File: config.mk
export PLATFORM = sky130hd
export DESIGN_NAME = amo_sequencer_flat
export DESIGN_NICKNAME = d
export VERILOG_FILES = /design/src/rtl/cva5_types.sv /design/src/rtl/amo_sequencer_if.sv /design/src/rtl/amo_alu.sv /design/src/rtl/amo_sequencer.sv /design/src/flat_wrapper.sv
export SDC_FILE = /design/constraint.sdc
export NUM_CORES = 1
export LEC_CHECK = 0
export BUFFER_PORTS_ARGS = -buffer_cell sky130_fd_sc_hd__buf_4
export CAP_MARGIN = 5
export CELL_PAD_IN_SITES_DETAIL_PLACEMENT = 1
export CELL_PAD_IN_SITES_GLOBAL_PLACEMENT = 2
export CORE_ASPECT_RATIO = 1.1
export CORE_MARGIN = 2
export CORE_UTILIZATION = 28
export CTS_CLUSTER_DIAMETER = 200
export DETAILED_ROUTE_END_ITERATION = 6
export PLACE_DENSITY_LB_ADDON = 0.1
export SKIP_CTS_REPAIR_TIMING = 1
export SLEW_MARGIN = 5
export SYNTH_ARGS = -nofsm -noshare
export SYNTH_HDL_FRONTEND = slang
export SYNTH_SLANG_ARGS = --single-unit
export TNS_END_PERCENT = 10
File: constraint.sdc
create_clock -name clk -period 3.8 [get_ports clk]
set_input_delay 0.57 -clock clk [delete_from_list [all_inputs] [get_ports clk]]
set_output_delay 0.57 -clock clk [all_outputs]
set_load 0.01 [all_outputs]
File: src/rtl/cva5_types.sv
// Shared CVA5 types for the AMO path: funct5 codes and the AMO ALU input bundle.
package cva5_types;

   typedef logic [4:0] amo_fn5_t;

   localparam amo_fn5_t AMO_ADD_FN5  = 5'b00000;
   localparam amo_fn5_t AMO_SWAP_FN5 = 5'b00001;
   localparam amo_fn5_t AMO_LR_FN5   = 5'b00010;
   localparam amo_fn5_t AMO_SC_FN5   = 5'b00011;
   localparam amo_fn5_t AMO_XOR_FN5  = 5'b00100;
   localparam amo_fn5_t AMO_OR_FN5   = 5'b01000;
   localparam amo_fn5_t AMO_AND_FN5  = 5'b01100;
   localparam amo_fn5_t AMO_MIN_FN5  = 5'b10000;
   localparam amo_fn5_t AMO_MAX_FN5  = 5'b10100;
   localparam amo_fn5_t AMO_MINU_FN5 = 5'b11000;
   localparam amo_fn5_t AMO_MAXU_FN5 = 5'b11100;

   typedef struct packed {
      amo_fn5_t    op;
      logic [31:0] rs1_load;
      logic [31:0] rs2;
   } amo_alu_inputs_t;

endpackage

File: src/rtl/amo_sequencer_if.sv
// AMO request, data-memory port and writeback result bundle for amo_sequencer.
interface amo_sequencer_if #(
   parameter int ID_W = 3
);
   logic            amo_valid;
   logic            amo_ready;
   logic [4:0]      amo_op;
   logic [31:0]     amo_addr;
   logic [31:0]     amo_rs2;
   logic [ID_W-1:0] amo_id;

   logic            mem_req_valid;
   logic            mem_req_ready;
   logic            mem_we;
   logic [31:0]     mem_addr;
   logic [31:0]     mem_wdata;
   logic            mem_rvalid;
   logic [31:0]     mem_rdata;

   logic            result_valid;
   logic            result_ack;
   logic [31:0]     result_data;
   logic [ID_W-1:0] result_id;

   modport master (
      output amo_valid, amo_op, amo_addr, amo_rs2, amo_id,
      input  amo_ready,
      input  mem_req_valid, mem_we, mem_addr, mem_wdata,
      output mem_req_ready, mem_rvalid, mem_rdata,
      input  result_valid, result_data, result_id,
      output result_ack
   );

   modport slave (
      input  amo_valid, amo_op, amo_addr, amo_rs2, amo_id,
      output amo_ready,
      output mem_req_valid, mem_we, mem_addr, mem_wdata,
      input  mem_req_ready, mem_rvalid, mem_rdata,
      output result_valid, result_data, result_id,
      input  result_ack
   );
endinterface

File: src/rtl/amo_alu.sv
// Combinational RV32A AMO ALU: new memory value from the loaded word and rs2.
module amo_alu
   import cva5_types::*;
(
   input  amo_alu_inputs_t alu_in,
   output logic [31:0]     result
);
   logic signed [31:0] load_s;
   logic signed [31:0] rs2_s;

   assign load_s = signed'(alu_in.rs1_load);
   assign rs2_s  = signed'(alu_in.rs2);

   // SWAP, LR, SC and every undefined funct5 write rs2 back unchanged
   always_comb begin
      result = alu_in.rs2;
      case (alu_in.op)
         AMO_ADD_FN5:  result = alu_in.rs1_load + alu_in.rs2;
         AMO_XOR_FN5:  result = alu_in.rs1_load ^ alu_in.rs2;
         AMO_OR_FN5:   result = alu_in.rs1_load | alu_in.rs2;
         AMO_AND_FN5:  result = alu_in.rs1_load & alu_in.rs2;
         AMO_MIN_FN5:  result = (load_s < rs2_s) ? alu_in.rs1_load : alu_in.rs2;
         AMO_MAX_FN5:  result = (load_s > rs2_s) ? alu_in.rs1_load : alu_in.rs2;
         AMO_MINU_FN5: result = (alu_in.rs1_load < alu_in.rs2) ? alu_in.rs1_load : alu_in.rs2;
         AMO_MAXU_FN5: result = (alu_in.rs1_load > alu_in.rs2) ? alu_in.rs1_load : alu_in.rs2;
         default:      result = alu_in.rs2;
      endcase
   end
endmodule

File: src/rtl/amo_sequencer.sv
// Single-outstanding RV32A AMO sequencer: load, ALU, store, return old value.
// Define CVA5_AMO_LRSC_EN to build the LR/SC reservation; otherwise SC always fails.
module amo_sequencer
   import cva5_types::*;
#(
   parameter int ID_W = 3
) (
   input logic            clk,
   input logic            rst,
   amo_sequencer_if.slave bus
);
   typedef enum logic [2:0] {
      IDLE, LD_REQ, LD_WAIT, ST_REQ, SC_CHK, DONE
   } state_t;

   state_t          state_q, state_d;
   amo_fn5_t        op_q, op_d;
   logic [29:0]     addr_q, addr_d;
   logic [31:0]     rs2_q, rs2_d;
   logic [ID_W-1:0] id_q, id_d;
   logic [31:0]     wdata_q, wdata_d;
   logic [31:0]     result_q, result_d;

   amo_alu_inputs_t alu_in;
   logic [31:0]     alu_result;
   logic [1:0]      unused_addr_lsb;

   assign unused_addr_lsb = bus.amo_addr[1:0];

   assign alu_in.op       = op_q;
   assign alu_in.rs1_load = bus.mem_rdata;
   assign alu_in.rs2      = rs2_q;

   amo_alu u_amo_alu (
      .alu_in (alu_in),
      .result (alu_result)
   );

`ifdef CVA5_AMO_LRSC_EN
   logic        resv_valid_q, resv_valid_d;
   logic [29:0] resv_addr_q, resv_addr_d;
   logic        resv_hit;

   assign resv_hit = resv_valid_q && (resv_addr_q == addr_q);

   always_ff @(posedge clk) begin
      if (!rst) begin
         resv_valid_q <= 1'b0;
         resv_addr_q  <= '0;
      end else begin
         resv_valid_q <= resv_valid_d;
         resv_addr_q  <= resv_addr_d;
      end
   end
`endif

   always_comb begin
      state_d  = state_q;
      op_d     = op_q;
      addr_d   = addr_q;
      rs2_d    = rs2_q;
      id_d     = id_q;
      wdata_d  = wdata_q;
      result_d = result_q;
`ifdef CVA5_AMO_LRSC_EN
      resv_valid_d = resv_valid_q;
      resv_addr_d  = resv_addr_q;
`endif
      case (state_q)
         IDLE: begin
            if (bus.amo_valid) begin
               op_d    = bus.amo_op;
               addr_d  = bus.amo_addr[31:2];
               rs2_d   = bus.amo_rs2;
               id_d    = bus.amo_id;
               state_d = (bus.amo_op == AMO_SC_FN5) ? SC_CHK : LD_REQ;
            end
         end
         LD_REQ: begin
            if (bus.mem_req_ready) state_d = LD_WAIT;
         end
         LD_WAIT: begin
            // Registering the ALU output keeps mem_wdata steady across store stalls
            if (bus.mem_rvalid) begin
               result_d = bus.mem_rdata;
               wdata_d  = alu_result;
               if (op_q == AMO_LR_FN5) begin
                  state_d = DONE;
`ifdef CVA5_AMO_LRSC_EN
                  resv_valid_d = 1'b1;
                  resv_addr_d  = addr_q;
`endif
               end else begin
                  state_d = ST_REQ;
               end
            end
         end
         ST_REQ: begin
            if (bus.mem_req_ready) begin
               state_d = DONE;
`ifdef CVA5_AMO_LRSC_EN
               if (resv_hit) resv_valid_d = 1'b0;
`endif
            end
         end
         SC_CHK: begin
`ifdef CVA5_AMO_LRSC_EN
            resv_valid_d = 1'b0;
            if (resv_hit) begin
               wdata_d  = rs2_q;
               result_d = 32'd0;
               state_d  = ST_REQ;
            end else begin
               result_d = 32'd1;
               state_d  = DONE;
            end
`else
            result_d = 32'd1;
            state_d  = DONE;
`endif
         end
         DONE: begin
            if (bus.result_ack) state_d = IDLE;
         end
         default: state_d = IDLE;
      endcase
   end

   always_ff @(posedge clk) begin
      if (!rst) begin
         state_q  <= IDLE;
         op_q     <= '0;
         addr_q   <= '0;
         rs2_q    <= '0;
         id_q     <= '0;
         wdata_q  <= '0;
         result_q <= '0;
      end else begin
         state_q  <= state_d;
         op_q     <= op_d;
         addr_q   <= addr_d;
         rs2_q    <= rs2_d;
         id_q     <= id_d;
         wdata_q  <= wdata_d;
         result_q <= result_d;
      end
   end

   assign bus.amo_ready     = (state_q == IDLE);
   assign bus.mem_req_valid = (state_q == LD_REQ) || (state_q == ST_REQ);
   assign bus.mem_we        = (state_q == ST_REQ);
   assign bus.mem_addr      = {addr_q, 2'b00};
   assign bus.mem_wdata     = wdata_q;
   assign bus.result_valid  = (state_q == DONE);
   assign bus.result_data   = result_q;
   assign bus.result_id     = id_q;
endmodule

File: src/flat_wrapper.sv
// flat-port wrapper written by rule: the top's interface ports become plain ports
module amo_sequencer_flat import cva5_types::*;
#(
   parameter int ID_W = 3
)
  (clk, rst, bus_amo_valid, bus_amo_op, bus_amo_addr, bus_amo_rs2, bus_amo_id, bus_amo_ready, bus_mem_req_valid, bus_mem_we, bus_mem_addr, bus_mem_wdata, bus_mem_req_ready, bus_mem_rvalid, bus_mem_rdata, bus_result_valid, bus_result_data, bus_result_id, bus_result_ack);
  amo_sequencer_if #(.ID_W(ID_W)) bus_i ();
  input logic clk;
  input logic rst;
  input wire logic [$bits(bus_i.amo_valid)-1:0] bus_amo_valid;
  input wire logic [$bits(bus_i.amo_op)-1:0] bus_amo_op;
  input wire logic [$bits(bus_i.amo_addr)-1:0] bus_amo_addr;
  input wire logic [$bits(bus_i.amo_rs2)-1:0] bus_amo_rs2;
  input wire logic [$bits(bus_i.amo_id)-1:0] bus_amo_id;
  output wire logic [$bits(bus_i.amo_ready)-1:0] bus_amo_ready;
  output wire logic [$bits(bus_i.mem_req_valid)-1:0] bus_mem_req_valid;
  output wire logic [$bits(bus_i.mem_we)-1:0] bus_mem_we;
  output wire logic [$bits(bus_i.mem_addr)-1:0] bus_mem_addr;
  output wire logic [$bits(bus_i.mem_wdata)-1:0] bus_mem_wdata;
  input wire logic [$bits(bus_i.mem_req_ready)-1:0] bus_mem_req_ready;
  input wire logic [$bits(bus_i.mem_rvalid)-1:0] bus_mem_rvalid;
  input wire logic [$bits(bus_i.mem_rdata)-1:0] bus_mem_rdata;
  output wire logic [$bits(bus_i.result_valid)-1:0] bus_result_valid;
  output wire logic [$bits(bus_i.result_data)-1:0] bus_result_data;
  output wire logic [$bits(bus_i.result_id)-1:0] bus_result_id;
  input wire logic [$bits(bus_i.result_ack)-1:0] bus_result_ack;
  assign bus_i.amo_valid = bus_amo_valid;
  assign bus_i.amo_op = bus_amo_op;
  assign bus_i.amo_addr = bus_amo_addr;
  assign bus_i.amo_rs2 = bus_amo_rs2;
  assign bus_i.amo_id = bus_amo_id;
  assign bus_amo_ready = bus_i.amo_ready;
  assign bus_mem_req_valid = bus_i.mem_req_valid;
  assign bus_mem_we = bus_i.mem_we;
  assign bus_mem_addr = bus_i.mem_addr;
  assign bus_mem_wdata = bus_i.mem_wdata;
  assign bus_i.mem_req_ready = bus_mem_req_ready;
  assign bus_i.mem_rvalid = bus_mem_rvalid;
  assign bus_i.mem_rdata = bus_mem_rdata;
  assign bus_result_valid = bus_i.result_valid;
  assign bus_result_data = bus_i.result_data;
  assign bus_result_id = bus_i.result_id;
  assign bus_i.result_ack = bus_result_ack;
  amo_sequencer #(.ID_W(ID_W)) u_core (.clk(clk), .rst(rst), .bus(bus_i));
endmodule
# Word-level counts from Yosys, hierarchy flattened
# Index checks and enable logic that the tools add are counted.
# totals
register_bits	137
in_bits	110
wordCells	57
# classes
addsub	1
order_cmp	4
n_eq_ne	19
mux	15
bitwise	3
reduce_logical	8
# ops
op	count
$pmux 32 s8	1
$mux 32	5
$gt 32x32->1	2
$lt 32x32->1	2
$pmux 32 s2	1
$add 32x32->32	1
$and 32x32->32	1
$or 32x32->32	1
$xor 32x32->32	1
$mux 3	7
$eq 5x5->1 const B	4
$pmux 3 s6	1
$eq 5x2->1 const B	2
$eq 5x4->1 const B	2
$eq 3x2->1 const B	2
$eq 3x3->1 const B	2
$ne 2x2->1 const B	3
$reduce_and 2->1	3
$eq 5x3->1 const B	1
$logic_not 5->1	1
$reduce_and 5->1	1
$ne 2x1->1 const B	2
$eq 3x1->1 const B	1
$logic_not 3->1	1
other kinds (2)	2

# Longest topological paths before layout
# depth
ltp_word	4
ltp_mapped	15

# Hierarchy
# Synthesis repeated with hierarchy kept, for this count alone.
# hier_totals
cells_unflattened	1324
hier_area_um2	10088.4
# modules_own_cells
mod	n_inst	cells_each	area_each_um2	seq_area_each_um2
amo_alu	1	763	5168.7	0.0
amo_sequencer	1	561	4919.7	2742.6

# Worst setup path before layout
# Ideal clock, no wire load.
# synth_path
kind	input-to-reg
from	input port bus_mem_rdata[27]
to	register u_core.wdata_q[29] (netlist: u_core.bus.mem_wdata[29])
setup_ns	0.124
t_arrival_ns	3.664
required_time_ns	3.676
slack_ns	0.012
stages	14
n_path_buf	4
cell_sequence	inv_1 > ha_1 > buf_2 > or4_1 > or3_4 > nand2b_4 > o21a_1 > buf_4 > a2111o_1 > a21o_1 > buf_2 > buf_6 > a221oi_2 > a21oi_1
# synth_via
elab_chain_cells	3
word_cells_on_any_way	10
# synth_rtl
element	line	source
start, declared	flat_wrapper.sv:22	input wire logic [$bits(bus_i.mem_rdata)-1:0] bus_mem_rdata;
$gt 32x32->1, or another cell as far along	amo_alu.sv:25	AMO_MAXU_FN5: result = (alu_in.rs1_load > alu_in.rs2) ? alu_in.rs1_load : alu_in.rs2;
$mux 32 (on tied branches)	--	
$pmux 32 s8 *	amo_alu.sv:17	case (alu_in.op)
end signal, assigned	amo_sequencer.sv:144	wdata_q <= wdata_d;
end, declared	amo_sequencer.sv:21	logic [31:0] wdata_q, wdata_d;
# Mark *: on every way between the ends. The rest lies on a longest branch, timed or not.
# A chain may end at the register's enable or synchronous reset.

# Worst setup path after layout
# layout_path
from	register u_core.rs2_q[27]
to	register u_core.wdata_q[8] (netlist: u_core.bus.mem_wdata[8])
# layout_via
elab_chain_cells	3
word_cells_on_any_way	9
# layout_rtl
element	line	source
start, declared	amo_sequencer.sv:19	logic [31:0] rs2_q, rs2_d;
start signal, assigned	amo_sequencer.sv:142	rs2_q <= rs2_d;
$gt 32x32->1, or another cell as far along	amo_alu.sv:25	
$mux 32 (on tied branches)	--	
$pmux 32 s8 *	amo_alu.sv:17	
# Marks and branches as above.

==> flow_summary.ini <==
[sta]
period_share_pct = 96.19
skew_ns = 0.01089
setup_violations = 0
fin_ws_ns = 0.1446
timing_hold_violations_final = 0
layout_min_cycle_time_ns = 3.655
worst_pin_slew_ns = 1.137
slew_headroom_pct = 23.93
slew_viol_final = 0
timing.fmax_ghz = 0.2736

[worst_setup_path]
cp-end-kind = flop
crit_type = flop to flop
worstPathMaxFanout = 7
required_ns = 4.14
worstSetupStartpointType = flop
arrival_ns = 3.99

[synthesis]
synthCells = 1323
yosys_register_bits = 137
synth.distinct_cells = 74
ys_seq_area_share_pct = 27.94
async_reset_ff_share_pct = 0
syn_area_per_cell_um2 = 7.419
synth_area_mm2 = 0.009816
yosys_warnings = 0
synth_edf_count = 0
synthFlopType = dfxtp_1

[finish]
fin_area_mm2 = 0.01360
nets = 1846
drive_above_1_share_pct = 28.18
syn2layout_area_growth_pct = 38.55
final_core_util_pct = 39.56

[worst_hold_path]
hp-class = primary input to flop

[power]
p_leak_uw = 0.005947
finalPower_uw = 6362
ir_drop_uv = 336.1
power.density_mw_per_mm2 = 467.8

[cts]
clk_path_buf_depth = 2
clk_pin_slew_ns = 0.07
clkLatencyLatePin_ns = 0.46
cts_tree = yes
clock_sinks = 137
h-tree-depth = 4
numCtsBuffers = 17
cts_root_buffer = clkbuf_16

[placed_design]
gp_congestion = 0.8941
dpl_cell_area_mm2 = 0.01297
numPortBuffers = 208
dp_worst_setup_slack_ns = -0.2626
hpwl_mm = 32.62

[routing]
postRouteWirelength_mm = 43.72
firstDrtPassIters = 5
via_per_inst = 5.275
wire_per_inst_um = 20.93
postRouteAntennaNets = 0
drc = 0
drt_iter0_drc = 558
via_count = 11020

[die]
core-area_mm2 = 0.03438
die_h_um = 200.4
dieArea_mm2 = 0.03657
start_util_pct = 28.55
die_w_um = 182.5
rows = 71
pin_count = 213

[outcome]
status = finished clean

[grt]
grt_overflow_total = 0
grt_pass1_wl_mm = 67.69
grt_max_degree = 76
antenna_found_initial = 0
grt_pass1_vias = 11520
grt_usage_pct = 23.92

[flow_run]
cap_violations = 0
==> Yosys cell counts, drive strengths merged (17+ instances only) <==
master  count  area, um^2
a21oi     166       830.8
a221oi     23       214.0
a22oi      37       277.8
buf        17       97.59
clkbuf     77       289.0
dfxtp     137        2743
ha         96        1201
inv        85       319.1
nand2     207       777.0
nand3      23       115.1
nor2       99       371.6
nor3       19       95.09
o211ai     31       232.7
o21ai      66       334.1
xnor2      17       148.9
==> stage by stage <==
stage | setup TNS, ns | hold WS (ns) | instances
global placement | -4.228 | 0.4425 | 2058
finish | 0 | 0.3538 | 2089
floorplan | 0 | 0.4522 | 1324
detailed placement | -5.443 | 0.4490 | 2058
global route | -0.3244 | 0.3513 | 2088
CTS | 0 | 0.3364 | 2088
==> cell type report <==
cell class,instances,area (um^2)
fill,4205,20780
multi-input combinational,1008,6465
timing repair buffer,390,2953
sequential,137,2746
tap,438,548.0
clock buffer,20,466.7
inverter,85,321.6
clock inverter,10,96.34
antenna,1,2.502
==> worst max-delay path, cell delays in order, from the launching register on <==
cell	delay (ns)
dfxtp_1	0.35
inv_1	0.07
ha_1	0.30
or4_1	0.58
or3_4	0.42
a21oi_2	0.16
nor4_2	0.10
o21a_1	0.13
a2111o_2	0.57
buf_4	0.22
a2111o_1	0.44
nand4_1	0.11
o211ai_1	0.09
==> registers in the layout (all words and copies together) (netlist names) <==
| signal | count |
|---|---|
| u_core.bus.result_id | 3 |
| u_core.addr_q | 30 |
| u_core.state_q | 3 |
| u_core.op_q | 5 |
| u_core.bus.result_data | 32 |
| u_core.bus.mem_wdata | 32 |
| u_core.rs2_q | 32 |
==> routing by layer <==
layer | vias to the layer above | track usage, % | share of wire, %
met3 | 50 | 3.855 | 3.7
met1 | 5384 | 30.45 | 45
li1 | 5348 | - | -
met5 | - | 0 | 0
met2 | 237 | 40.54 | 49
met4 | 0 | 8.785 | 2.5
==> path summary, 6_finish.rpt <==
kind                                               end  cells after the start  slack [ns]                            from
setup reg to reg  u_core.bus.mem_wdata[8]$_SDFFE_PN0P_                     12        0.14   u_core.rs2_q[27]$_SDFFE_PN0P_
hold / removal           u_core.rs2_q[26]$_SDFFE_PN0P_                      3        0.35                 bus_amo_rs2[26]
hold reg to reg         u_core.addr_q[20]$_SDFFE_PN0P_                      2        0.45  u_core.addr_q[20]$_SDFFE_PN0P_
setup / recovery  u_core.bus.mem_wdata[8]$_SDFFE_PN0P_                     12        0.14   u_core.rs2_q[27]$_SDFFE_PN0P_
==> cell usage in the layout (no fill, tap or decap), drive strengths merged, types with 19 or more instances in the layout <==
| master | synthesis | routed |
|---|---|---|
| inv | 85 | 86 |
| nor2 | 99 | 99 |
| buf | 17 | 390 |
| ha | 96 | 96 |
| a221oi | 23 | 23 |
| o21ai | 66 | 66 |
| a21oi | 166 | 166 |
| nand2 | 207 | 207 |
| nor3 | 19 | 19 |
| clkbuf | 77 | 20 |
| o211ai | 31 | 31 |
| nand3 | 23 | 23 |
| a22oi | 37 | 37 |
| dfxtp | 137 | 137 |
==> cells by family (layout without fill, tap and decap cells) <==
group | count (synthesis) | count (layout) | synth area share [%]
AOI/OAI and AO/OA | 454 | 454 | 30.47
DFF | 137 | 137 | 27.94
other | 1 | 3 | 0.03820
adders and majority gates | 97 | 97 | 12.44
muxes | 11 | 11 | 1.135
buffers and inverters | 179 | 505 | 7.189
and+or+nand+nor | 422 | 422 | 18.83
xor gates and xnor gates | 22 | 22 | 1.963
==> power by group <==
part | internal (uW) | switching [uW]
Sequential | 1600 | 134
Clock | 945 | 725
Combinational | 1220 | 1740
Total | 3770 | 2600
Note: power is estimated with default switching activity, not from simulation.
